<file path="config.mk">
export PLATFORM = sky130hd
export DESIGN_NAME = seq_shift_unit_flat
export DESIGN_NICKNAME = d
export VERILOG_FILES = /design/src/rtl/seq_shift_unit_if.sv /design/src/rtl/seq_shift_unit.sv /design/src/flat_wrapper.sv
export SDC_FILE = /design/constraint.sdc
export NUM_CORES = 1
export LEC_CHECK = 0
export CAP_MARGIN = 20
export CORE_MARGIN = 3
export CORE_UTILIZATION = 35
export CTS_CLUSTER_DIAMETER = 80
export DETAILED_ROUTE_END_ITERATION = 7
export GPL_TIMING_DRIVEN = 0
export PLACE_DENSITY = 0.7
export SLEW_MARGIN = 0
export SYNTH_ARGS = -nofsm -noshare
export SYNTH_HDL_FRONTEND = slang
export SYNTH_SLANG_ARGS = --single-unit
</file>
<file path="constraint.sdc">
create_clock -name clk -period 3.3 [get_ports clk]
set_clock_uncertainty 0.05 [all_clocks]
set_input_delay 0.99 -clock clk [delete_from_list [all_inputs] [get_ports clk]]
set_output_delay 0.99 -clock clk [all_outputs]
set_load 0.1 [all_outputs]
</file>
<file path="src/rtl/seq_shift_unit_if.sv">
// Handshake bundle between a shifter client (master) and seq_shift_unit (slave).
`default_nettype none

interface seq_shift_unit_if #(
    parameter int WIDTH   = 32,
    parameter int SHAMT_W = $clog2(WIDTH)
);
  logic               start;
  logic [1:0]         op;
  logic [SHAMT_W-1:0] shamt;
  logic [WIDTH-1:0]   data_in;
  logic               abort;
  logic               busy;
  logic               done;
  logic [WIDTH-1:0]   result;

  modport master (
    output start, op, shamt, data_in, abort,
    input  busy, done, result
  );

  modport slave (
    input  start, op, shamt, data_in, abort,
    output busy, done, result
  );
endinterface

`default_nettype wire

</file>
<file path="src/rtl/seq_shift_unit.sv">
// Multi-cycle SLL/SRL/SRA/ROTR shifter, up to STEP bit positions per cycle, start/done handshake.
`default_nettype none

module seq_shift_unit #(
    parameter int WIDTH   = 32,
    parameter int SHAMT_W = $clog2(WIDTH),
    parameter int STEP    = 1
) (
    input wire logic        clk,
    input wire logic        reset_n,
    seq_shift_unit_if.slave bus
);

  localparam logic [1:0] c_S_IDLE  = 2'd0;
  localparam logic [1:0] c_S_SHIFT = 2'd1;
  localparam logic [1:0] c_S_DONE  = 2'd2;

  localparam logic [1:0] c_OP_SLL  = 2'd0;
  localparam logic [1:0] c_OP_SRL  = 2'd1;
  localparam logic [1:0] c_OP_SRA  = 2'd2;
  localparam logic [1:0] c_OP_ROTR = 2'd3;

  localparam logic [SHAMT_W:0] c_STEP  = (SHAMT_W+1)'(STEP);
  localparam logic [SHAMT_W:0] c_WIDTH = (SHAMT_W+1)'(WIDTH);

  logic [1:0]         state_q, state_d;
  logic [WIDTH-1:0]   work_q, work_d;
  logic [1:0]         op_q, op_d;
  logic [SHAMT_W-1:0] rem_q, rem_d;
  logic               busy_q, busy_d;
  logic               done_q, done_d;

  logic [SHAMT_W:0]   w_k;
  logic [WIDTH-1:0]   w_shifted;

  // One step of the selected mode by k = min(remaining, STEP) positions.
  // SRA keeps the MSB in place, so it always equals the captured sign bit.
  always_comb begin
    w_k = ({1'b0, rem_q} < c_STEP) ? {1'b0, rem_q} : c_STEP;
    w_shifted = work_q;
    case (op_q)
      c_OP_SLL:  w_shifted = work_q << w_k;
      c_OP_SRL:  w_shifted = work_q >> w_k;
      c_OP_SRA:  w_shifted = $signed(work_q) >>> w_k;
      c_OP_ROTR: w_shifted = (work_q >> w_k) | (work_q << (c_WIDTH - w_k));
      default:   w_shifted = work_q;
    endcase
  end

  always_ff @(posedge clk or negedge reset_n) begin
    if (!reset_n) begin
      state_q <= c_S_IDLE;
      work_q  <= '0;
      op_q    <= '0;
      rem_q   <= '0;
      busy_q  <= 1'b0;
      done_q  <= 1'b0;
    end else begin
      state_q <= state_d;
      work_q  <= work_d;
      op_q    <= op_d;
      rem_q   <= rem_d;
      busy_q  <= busy_d;
      done_q  <= done_d;
    end
  end

  always_comb begin
    state_d = state_q;
    work_d  = work_q;
    op_d    = op_q;
    rem_d   = rem_q;
    case (state_q)
      c_S_IDLE, c_S_DONE: begin
        if (bus.start) begin
          work_d  = bus.data_in;
          op_d    = bus.op;
          rem_d   = bus.shamt;
          state_d = (bus.shamt == '0) ? c_S_DONE : c_S_SHIFT;
        end else begin
          state_d = c_S_IDLE;
        end
      end
      c_S_SHIFT: begin
        // Abort wins over start here; start is never looked at while shifting.
        if (bus.abort) begin
          state_d = c_S_IDLE;
        end else begin
          work_d = w_shifted;
          rem_d  = rem_q - w_k[SHAMT_W-1:0];
          if (rem_q == w_k[SHAMT_W-1:0]) begin
            state_d = c_S_DONE;
          end
        end
      end
      default: state_d = c_S_IDLE;
    endcase
  end

  // Status flags are registered from the next state so they line up with state_q.
  always_comb begin
    busy_d = (state_d == c_S_SHIFT);
    done_d = (state_d == c_S_DONE);
  end

  assign bus.busy   = busy_q;
  assign bus.done   = done_q;
  assign bus.result = work_q;

endmodule

`default_nettype wire

</file>
<file path="src/flat_wrapper.sv">
// flat-port wrapper written by rule: the top's interface ports become plain ports
module seq_shift_unit_flat 
#(
    parameter int WIDTH   = 32,
    parameter int SHAMT_W = $clog2(WIDTH),
    parameter int STEP    = 1
)
  (clk, reset_n, bus_start, bus_op, bus_shamt, bus_data_in, bus_abort, bus_busy, bus_done, bus_result);
  seq_shift_unit_if #(.WIDTH(WIDTH), .SHAMT_W(SHAMT_W)) bus_i ();
  input wire logic clk;
  input wire logic reset_n;
  input wire logic [$bits(bus_i.start)-1:0] bus_start;
  input wire logic [$bits(bus_i.op)-1:0] bus_op;
  input wire logic [$bits(bus_i.shamt)-1:0] bus_shamt;
  input wire logic [$bits(bus_i.data_in)-1:0] bus_data_in;
  input wire logic [$bits(bus_i.abort)-1:0] bus_abort;
  output wire logic [$bits(bus_i.busy)-1:0] bus_busy;
  output wire logic [$bits(bus_i.done)-1:0] bus_done;
  output wire logic [$bits(bus_i.result)-1:0] bus_result;
  assign bus_i.start = bus_start;
  assign bus_i.op = bus_op;
  assign bus_i.shamt = bus_shamt;
  assign bus_i.data_in = bus_data_in;
  assign bus_i.abort = bus_abort;
  assign bus_busy = bus_i.busy;
  assign bus_done = bus_i.done;
  assign bus_result = bus_i.result;
  seq_shift_unit #(.WIDTH(WIDTH), .SHAMT_W(SHAMT_W), .STEP(STEP)) u_core (.clk(clk), .reset_n(reset_n), .bus(bus_i));
endmodule
</file>
---- Word level (Yosys, flattened, before mapping) ----
Index checks and enable logic that the tools add are counted.
operators by class
  $add $sub $neg .......................... 2
  magnitude comparators ................... 1
  eq/ne operators ......................... 10
  shifts and indexed selects .............. 4
  mux-type cells .......................... 13
  bitwise operators ....................... 1
  reduce and logical (&&, ||, !) cells .... 7
operators by type and width
  operator             count
  $pmux 32 s4          1
  $mux 32              2
  $pmux 32 s2          1
  $shl 32x6->32        2
  $or 32x32->32        1
  $shr 32x6->32        1
  $sshr 32x6->32       1
  $mux 5               3
  $pmux 5 s2           1
  $eq 2x2->1 const B   4
  $mux 2               4
  $eq 2x1->1 const B   3
  $sub 6x6->6 const A  1
  $eq 5x5->1           1
  $logic_not 5->1      1
  $lt 5x1->1 const B   1
  $sub 5x5->5          1
  $logic_not 2->1      2
  $ne 2x2->1 const B   2
  $pmux 2 s2           1
  $reduce_and 3->1     1
  $reduce_and 2->1     1
  $reduce_bool 2->1    1
  $reduce_or 2->1      1
word-level totals
  register bits ........................... 43
  input bits .............................. 43
  output and inout port bits .............. 34
  word-level logic and storage cells ...... 44

---- Logic depth before layout (Yosys ltp) ----
Gate-level depths: netlist of the first run.
  depth after elaboration ................. 8
  gate-level depth with buffers ........... 12

---- Worst setup path before layout of the first run ----
Ideal clock, no wire load.
  kind .................................... register to register
  start ................................... register u_core.rem_q[1]
  end ..................................... register u_core.work_q[29] (netlist: u_core.bus.result[29])
  data arrival time ....................... 2749 ps
  setup slack ............................. 374 ps
  stages on the path, launching flop included .. 12
  buffers on the path ..................... 2
  period minus slack after synthesis ...... 2926 ps
  cell sequence ........................... dfrtp_1 -> nor3_4 -> nand2_4 -> inv_1 -> buf_4 -> ha_1 -> clkbuf_1 -> mux2_2 -> a211o_1 -> mux2i_1 -> o221ai_1 -> a221o_1
on the way
  longest elaborated chain between the ends .. 8
  elaborated cells between the ends (all ways) .. 11
  classes of those cells .................. add/sub: 1; order compare: 1; shift: 4; mux: 4; bitwise: 1
ends and longest elaborated chain
  item                    RTL line              text
  from (decl)             seq_shift_unit.sv:29  logic [SHAMT_W-1:0] rem_q, rem_d;
  from (signal assigned)  seq_shift_unit.sv:62  rem_q <= rem_d;
  $lt 5x1->1              seq_shift_unit.sv:39  w_k = ({1'b0, rem_q} < c_STEP) ? {1'b0, rem_q} : c_STEP;
  $mux 5 (*)              seq_shift_unit.sv:39
  $sub 6x6->6             seq_shift_unit.sv:45  c_OP_ROTR: w_shifted = (work_q >> w_k) | (work_q << (c_WIDTH - w_k));
  $shl 32x6->32           seq_shift_unit.sv:45
  $or 32x32->32           seq_shift_unit.sv:45
  $pmux 32 s4 (*)         seq_shift_unit.sv:41  case (op_q)
  $mux 32 (*)             seq_shift_unit.sv:86  if (bus.abort) begin
  $pmux 32 s2 (*)         seq_shift_unit.sv:73  case (state_q)
  to (signal assigned)    seq_shift_unit.sv:60  work_q <= work_d;
  to (decl)               seq_shift_unit.sv:27  logic [WIDTH-1:0] work_q, work_d;
Mark *: on every way between the ends. The rest lies on a longest branch, timed or not. The select of a mux whose other input is x is not followed.
A chain may end at the register's enable or synchronous reset.

---- Worst setup path after layout of the first run ----
  start ................................... register u_core.rem_q[2]
  end ..................................... register u_core.work_q[29] (netlist: u_core.bus.result[29])
The elaborated chain is that of the path after synthesis.

==> impl_metrics.py, run 1 <==
metrics = {
    "run_status": {
        "status": "complete, no violations",
    },
    "worst_setup_path": {
        "startpoint_type": "register",
        "worstPathMaxFanout": 10,
        "path_class": "register to register",
        "arrival_ns": 3.31,
        "worstPathRequired_ns": 3.44,
        "end_kind": "register",
    },
    "global_route": {
        "gr-total-overflow": 0,
        "first_global_vias": 3244,
        "antenna_found_initial": 0,
        "grt_usage": 0.2368,
        "grt_start_max_net_pins": 26,
        "grt_pass1_wl_um": 18390,
    },
    "drt": {
        "first_iter_violations": 330,
        "drc": 0,
        "drt_wl_total_um": 11650,
        "detail-route-antenna-nets": 0,
        "via_per_inst": 6.152,
        "wire_per_inst_um": 21.11,
        "drtPass1Iterations": 5,
        "vias": 3396,
    },
    "floorplan": {
        "rows": 33,
        "die_x_um": 98.90,
        "start_util": 0.3639,
        "chipHeight_um": 98.90,
        "io-pin-count": 77,
        "die-area_mm2": 0.009780,
        "core_region_area_mm2": 0.008299,
    },
    "timing": {
        "hold_violations": 0,
        "fin_crit_sh": 0.9596,
        "max_freq_ghz": 0.3158,
        "fin_ws_ns": 0.1333,
        "rsz0062_at_grt": "yes",
        "final.min_clock_period_ns": 3.167,
        "finalSetupViolCount": 0,
        "drv_slew": 0,
        "worst_pin_slew_ns": 1.010,
        "slew_headroom": 0.3219,
    },
    "final_layout": {
        "final_common_cell": "clkdlybuf4s50_1",
        "post-route-util": 0.4882,
        "layout_common_cells": "clkdlybuf4s50_1 (74), dfrtp_1 (43), nand2_1 (41)",
        "synthToLayoutAreaGrowth_pct": 34.13,
        "num_antenna_cells": 0,
        "drive_above_1_share": 0.08949,
        "nNetsFinal": 491,
    },
    "placed_design": {
        "dpl_worst_slack_ns": -0.1841,
        "portBuffers": 75,
        "gp_congestion": 0.9281,
        "hpwlAfterDp_um": 8515,
    },
    "clock_network": {
        "cts_sinks": 43,
        "htree_num_levels": 2,
        "cts_buffers": 5,
        "clock_path_buffers": 2,
        "cts_tree": "done",
        "clkTransAtPathRegs_ns": 0.10,
        "clk_latency_ns": 0.31,
        "hold_buffers": 0,
        "root_buffer": "clkbuf_8",
    },
    "logic_synthesis": {
        "avgSynthCellArea_um2": 8.321,
        "synth-edff-count": 0,
        "syn-instance-count": 363,
        "synth-seq-cells": 43,
        "synth_top_flop_cell": "dfrtp_1",
        "synth_nets": 408,
        "yosys.area.top_type": "dfrtp_1",
        "synth_top_area_frac": 0.3563,
        "ys_async_sr_fraction": 1.000,
        "synth.distinct_cells": 57,
        "ys_warn_count": 0,
        "synth_seq_area_share": 0.3563,
        "synth_area_mm2": 0.003020,
        "synth.area.top_cells": "dfrtp_1 (36%), a21oi_1 (6.8%), o21ai_0 (5.6%)",
    },
    "min_path": {
        "hold_path_class": "register to register",
    },
    "job": {
        "maxCapViolCount": 0,
    },
}
[path summary, 6_finish.rpt]
check,startpoint,endpoint,slack (ns),depth (start not counted)
min in group asynchronous,reset_n,u_core.bus.done,0.58,1
setup / recovery,u_core.rem_q[2],u_core.bus.result[29],0.13,10
setup reg to reg,u_core.rem_q[2],u_core.bus.result[29],0.13,10
max in group asynchronous,reset_n,u_core.bus.result[18],2.11,2
hold reg to reg,u_core.bus.result[26],u_core.bus.result[26],0.53,2
hold / removal,u_core.bus.result[26],u_core.bus.result[26],0.53,2
[routing by layer]
metal,vias to the layer above,GRT usage,share of wire
li1,1525,-,-
met1,1675,0.3347,0.45
met2,174,0.3786,0.47
met3,22,0.03822,0.066
met4,0,0.05777,0.018
met5,-,0,0
[layout make-up]
| cell class | count | area [um2] |
|---|---|---|
| Buffer | 28 | 111.4 |
| Clock buffer | 6 | 82.58 |
| Clock inverter | 2 | 35.03 |
| Fill cell | 805 | 4248 |
| Inverter | 8 | 30.03 |
| Multi-Input combinational cell | 283 | 1812 |
| Sequential cell | 43 | 1076 |
| Tap cell | 105 | 131.4 |
| Timing Repair Buffer | 77 | 773.2 |
[per-stage QoR]
stage                     std cells  hold slack, ns  setup TNS, ns  area, um2
after floorplan                 363          0.4943              0       3020
after global placement          543          0.5091         -2.139       3902
after detailed placement        544          0.5121         -1.643       3918
after CTS                       553          0.5326              0       4046
after global routing            552          0.5491       -0.01848       4051
final                           552          0.5335              0       4051
[synthesized netlist by cell type (8+ instances only)]
cell type / instances
dfrtp_1: 43
a21oi_1: 41
nand2_1: 41
nor2_1: 35
o21ai_0: 34
clkbuf_1: 25
mux2i_1: 12
mux2_2: 9
inv_1: 8
[flip-flops by register name, summed over array words and instances (netlist names)]
register,cells
u_core.bus.done,1
u_core.rem_q,5
u_core.op_q,2
u_core.bus.busy,1
u_core.bus.result,32
u_core.state_q,2
[what timing repair did]
action,in CTS,in global routing
endpoints found under the setup margin,3,7
setup buffers,1,0
resized for setup,2,2
gates cloned,0,0
pin swaps,1,0
[kinds of logic after synthesis]
family,synth area share
adder cells (fa/ha/maj),0.008284
XOR/XNOR,0.002900
other,0.001242
flip-flops,0.3563
AO/OA/AOI/OAI,0.3140
multiplexers,0.1044
AND/OR/NAND/NOR,0.1653
buffers and inverters,0.04764
[worst max-delay path, stage by stage (launching register included)]
cell and delay (ns):
dfrtp_1 0.45, nor3_4 0.28, nand2_4 0.15, inv_1 0.15
buf_4 0.22, ha_1 0.41, mux2_2 0.36, a211o_1 0.30
mux2i_1 0.14, o221ai_1 0.15, a221o_1 0.39
Power of run 1 is left out: the tool's default activity adds up to more than one toggle a clock period on the data nets, which glitch-free logic cannot reach.
==> inputs of run 2 (changes only) <==
--- a/config.mk
+++ b/config.mk
@@ -12,6 +12,7 @@
 export DETAILED_ROUTE_END_ITERATION = 7
 export GPL_TIMING_DRIVEN = 0
 export PLACE_DENSITY = 0.7
+export SETUP_SLACK_MARGIN = 0.5
 export SLEW_MARGIN = 0
 export SYNTH_ARGS = -nofsm -noshare
 export SYNTH_HDL_FRONTEND = slang
==> run 2 against run 1 <==
- register-to-register slack better by 0.36 ns
- highest routed layer unchanged
- largest cell class unchanged
- setup slack better by 0.36 ns
- non-clock buffer count up 10
- global-route usage up 0.16 points
- flip-flop and latch count unchanged
- maximum frequency up 13%
- critical path depth up 1
- count of clock-buffer cells in the layout down 1
- first-iteration DRC count down 4.5%
- sequential share of layout area down 0.42 points
==> impl_metrics.py, run 2 (synthesis results as in run 1) <==
metrics = {
    "worst_setup_path": {
        "worstPathMaxFanout": 8,
        "startpoint_type": "register",
        "r2r_cells": 11,
        "worstPathRequired_ns": 3.45,
        "end_kind": "register",
        "arrival_ns": 2.95,
        "path_class": "register to register",
    },
    "timing": {
        "rsz0062_at_grt": "yes",
        "worst_pin_slew_ns": 0.9655,
        "slew_headroom": 0.3588,
        "finalSetupViolCount": 0,
        "fin_crit_sh": 0.8500,
        "hold_violations": 0,
        "drv_slew": 0,
        "final.min_clock_period_ns": 2.805,
        "tns_ns": 0,
        "max_freq_ghz": 0.3565,
    },
    "final_layout": {
        "final_common_cell": "nand2_1",
        "largest_reg_flops": 32,
        "num_antenna_cells": 0,
        "nNetsFinal": 501,
        "layout_common_cells": "nand2_1 (41), a21oi_1 (40), clkdlybuf4s50_1 (40), dfrtp_1 (40)",
        "synthToLayoutAreaGrowth_pct": 36.79,
        "drive_above_1_share": 0.1269,
    },
    "drt": {
        "detail-route-antenna-nets": 0,
        "vias": 3411,
        "drt_wl_total_um": 11640,
        "first_iter_violations": 315,
        "wire_per_inst_um": 20.71,
        "via_per_inst": 6.069,
        "drc": 0,
        "drtPass1Iterations": 5,
    },
    "clock_network": {
        "hold_buffers": 0,
        "clkTransAtPathRegs_ns": 0.10,
        "htree_num_levels": 2,
        "cts_buffers": 5,
        "cts_tree": "done",
        "root_buffer": "clkbuf_8",
        "clock_path_buffers": 2,
        "cts_sinks": 43,
        "clk_latency_ns": 0.31,
    },
    "global_route": {
        "antenna_found_initial": 0,
        "grt_pass1_wl_um": 18580,
        "first_global_vias": 3388,
        "grt_start_max_net_pins": 27,
        "grt_usage": 0.2384,
        "gr-total-overflow": 0,
    },
    "floorplan": {
        "io-pin-count": 77,
        "core_region_area_mm2": 0.008299,
        "die-area_mm2": 0.009780,
        "start_util": 0.3639,
        "die_x_um": 98.90,
        "chipHeight_um": 98.90,
        "rows": 33,
    },
    "placed_design": {
        "portBuffers": 75,
        "gp_congestion": 0.9836,
        "hpwlAfterDp_um": 8469,
    },
    "min_path": {
        "min_path_cells": 2,
        "hold_path_class": "register to register",
    },
    "job": {
        "maxCapViolCount": 0,
    },
    "run_status": {
        "status": "complete, no violations",
    },
}
run 2: path summary, 6_finish.rpt:
path / start / end / slack, ns
max in group asynchronous: reset_n / u_core.rem_q[0] / 2.12
min reg2reg: u_core.bus.result[26] / u_core.bus.result[26] / 0.53
min: u_core.bus.result[26] / u_core.bus.result[26] / 0.53
min in group asynchronous: reset_n / u_core.bus.done / 0.57
max: u_core.rem_q[3] / u_core.bus.result[29] / 0.49
max reg2reg: u_core.rem_q[3] / u_core.bus.result[29] / 0.49
run 2: worst max-delay path, stage by stage (launching register included):
cell and delay, ns:
dfrtp_1 0.43, nor3_4 0.28, nand2_4 0.11, inv_4 0.09, buf_8 0.10, ha_1 0.22
buf_4 0.18, mux2_2 0.30, a211o_1 0.29, mux2i_1 0.14, o221ai_1 0.16, a221o_1 0.35
run 2: repair_timing:
item,4_1_cts,5_1_grt
gates resized for setup,44,14
pin swaps,2,3
endpoints found under the setup margin,61,28
buffers inserted,2,8
run 2: metrics by stage:
stage	setup WS, ns	utilization	cells	hold WS (ns)	area, um2
floorplan	0.5192	-	363	0.4953	3028
global placement	-0.1652	0.4711	543	0.5087	3910
detailed placement	-0.1491	0.4729	544	0.5079	3925
CTS	0.2608	0.4888	554	0.5244	4056
global route	0.4255	0.4978	562	0.5631	4131
finish	0.4949	0.4978	562	0.5273	4131
run 2: area by class of cell:
cell class	instances	area, um2
clock inverters	3	47.55
fillers	828	4168
inverters	8	32.53
flip-flops and latches	43	1080
clock buffers	5	68.82
repair buffers	86	799.5
multi-input cells	283	1834
well taps	105	131.4
plain buffers	29	137.6
run 2: per-layer routing:
layer	track usage	wire [um]	vias to the layer above
li1	-	-	1552
met1	0.3378	5235	1682
met2	0.3750	5457	162
met3	0.03892	811	15
met4	0.06933	136	0
met5	0	0	-
Power of run 2 is left out for the same reason.
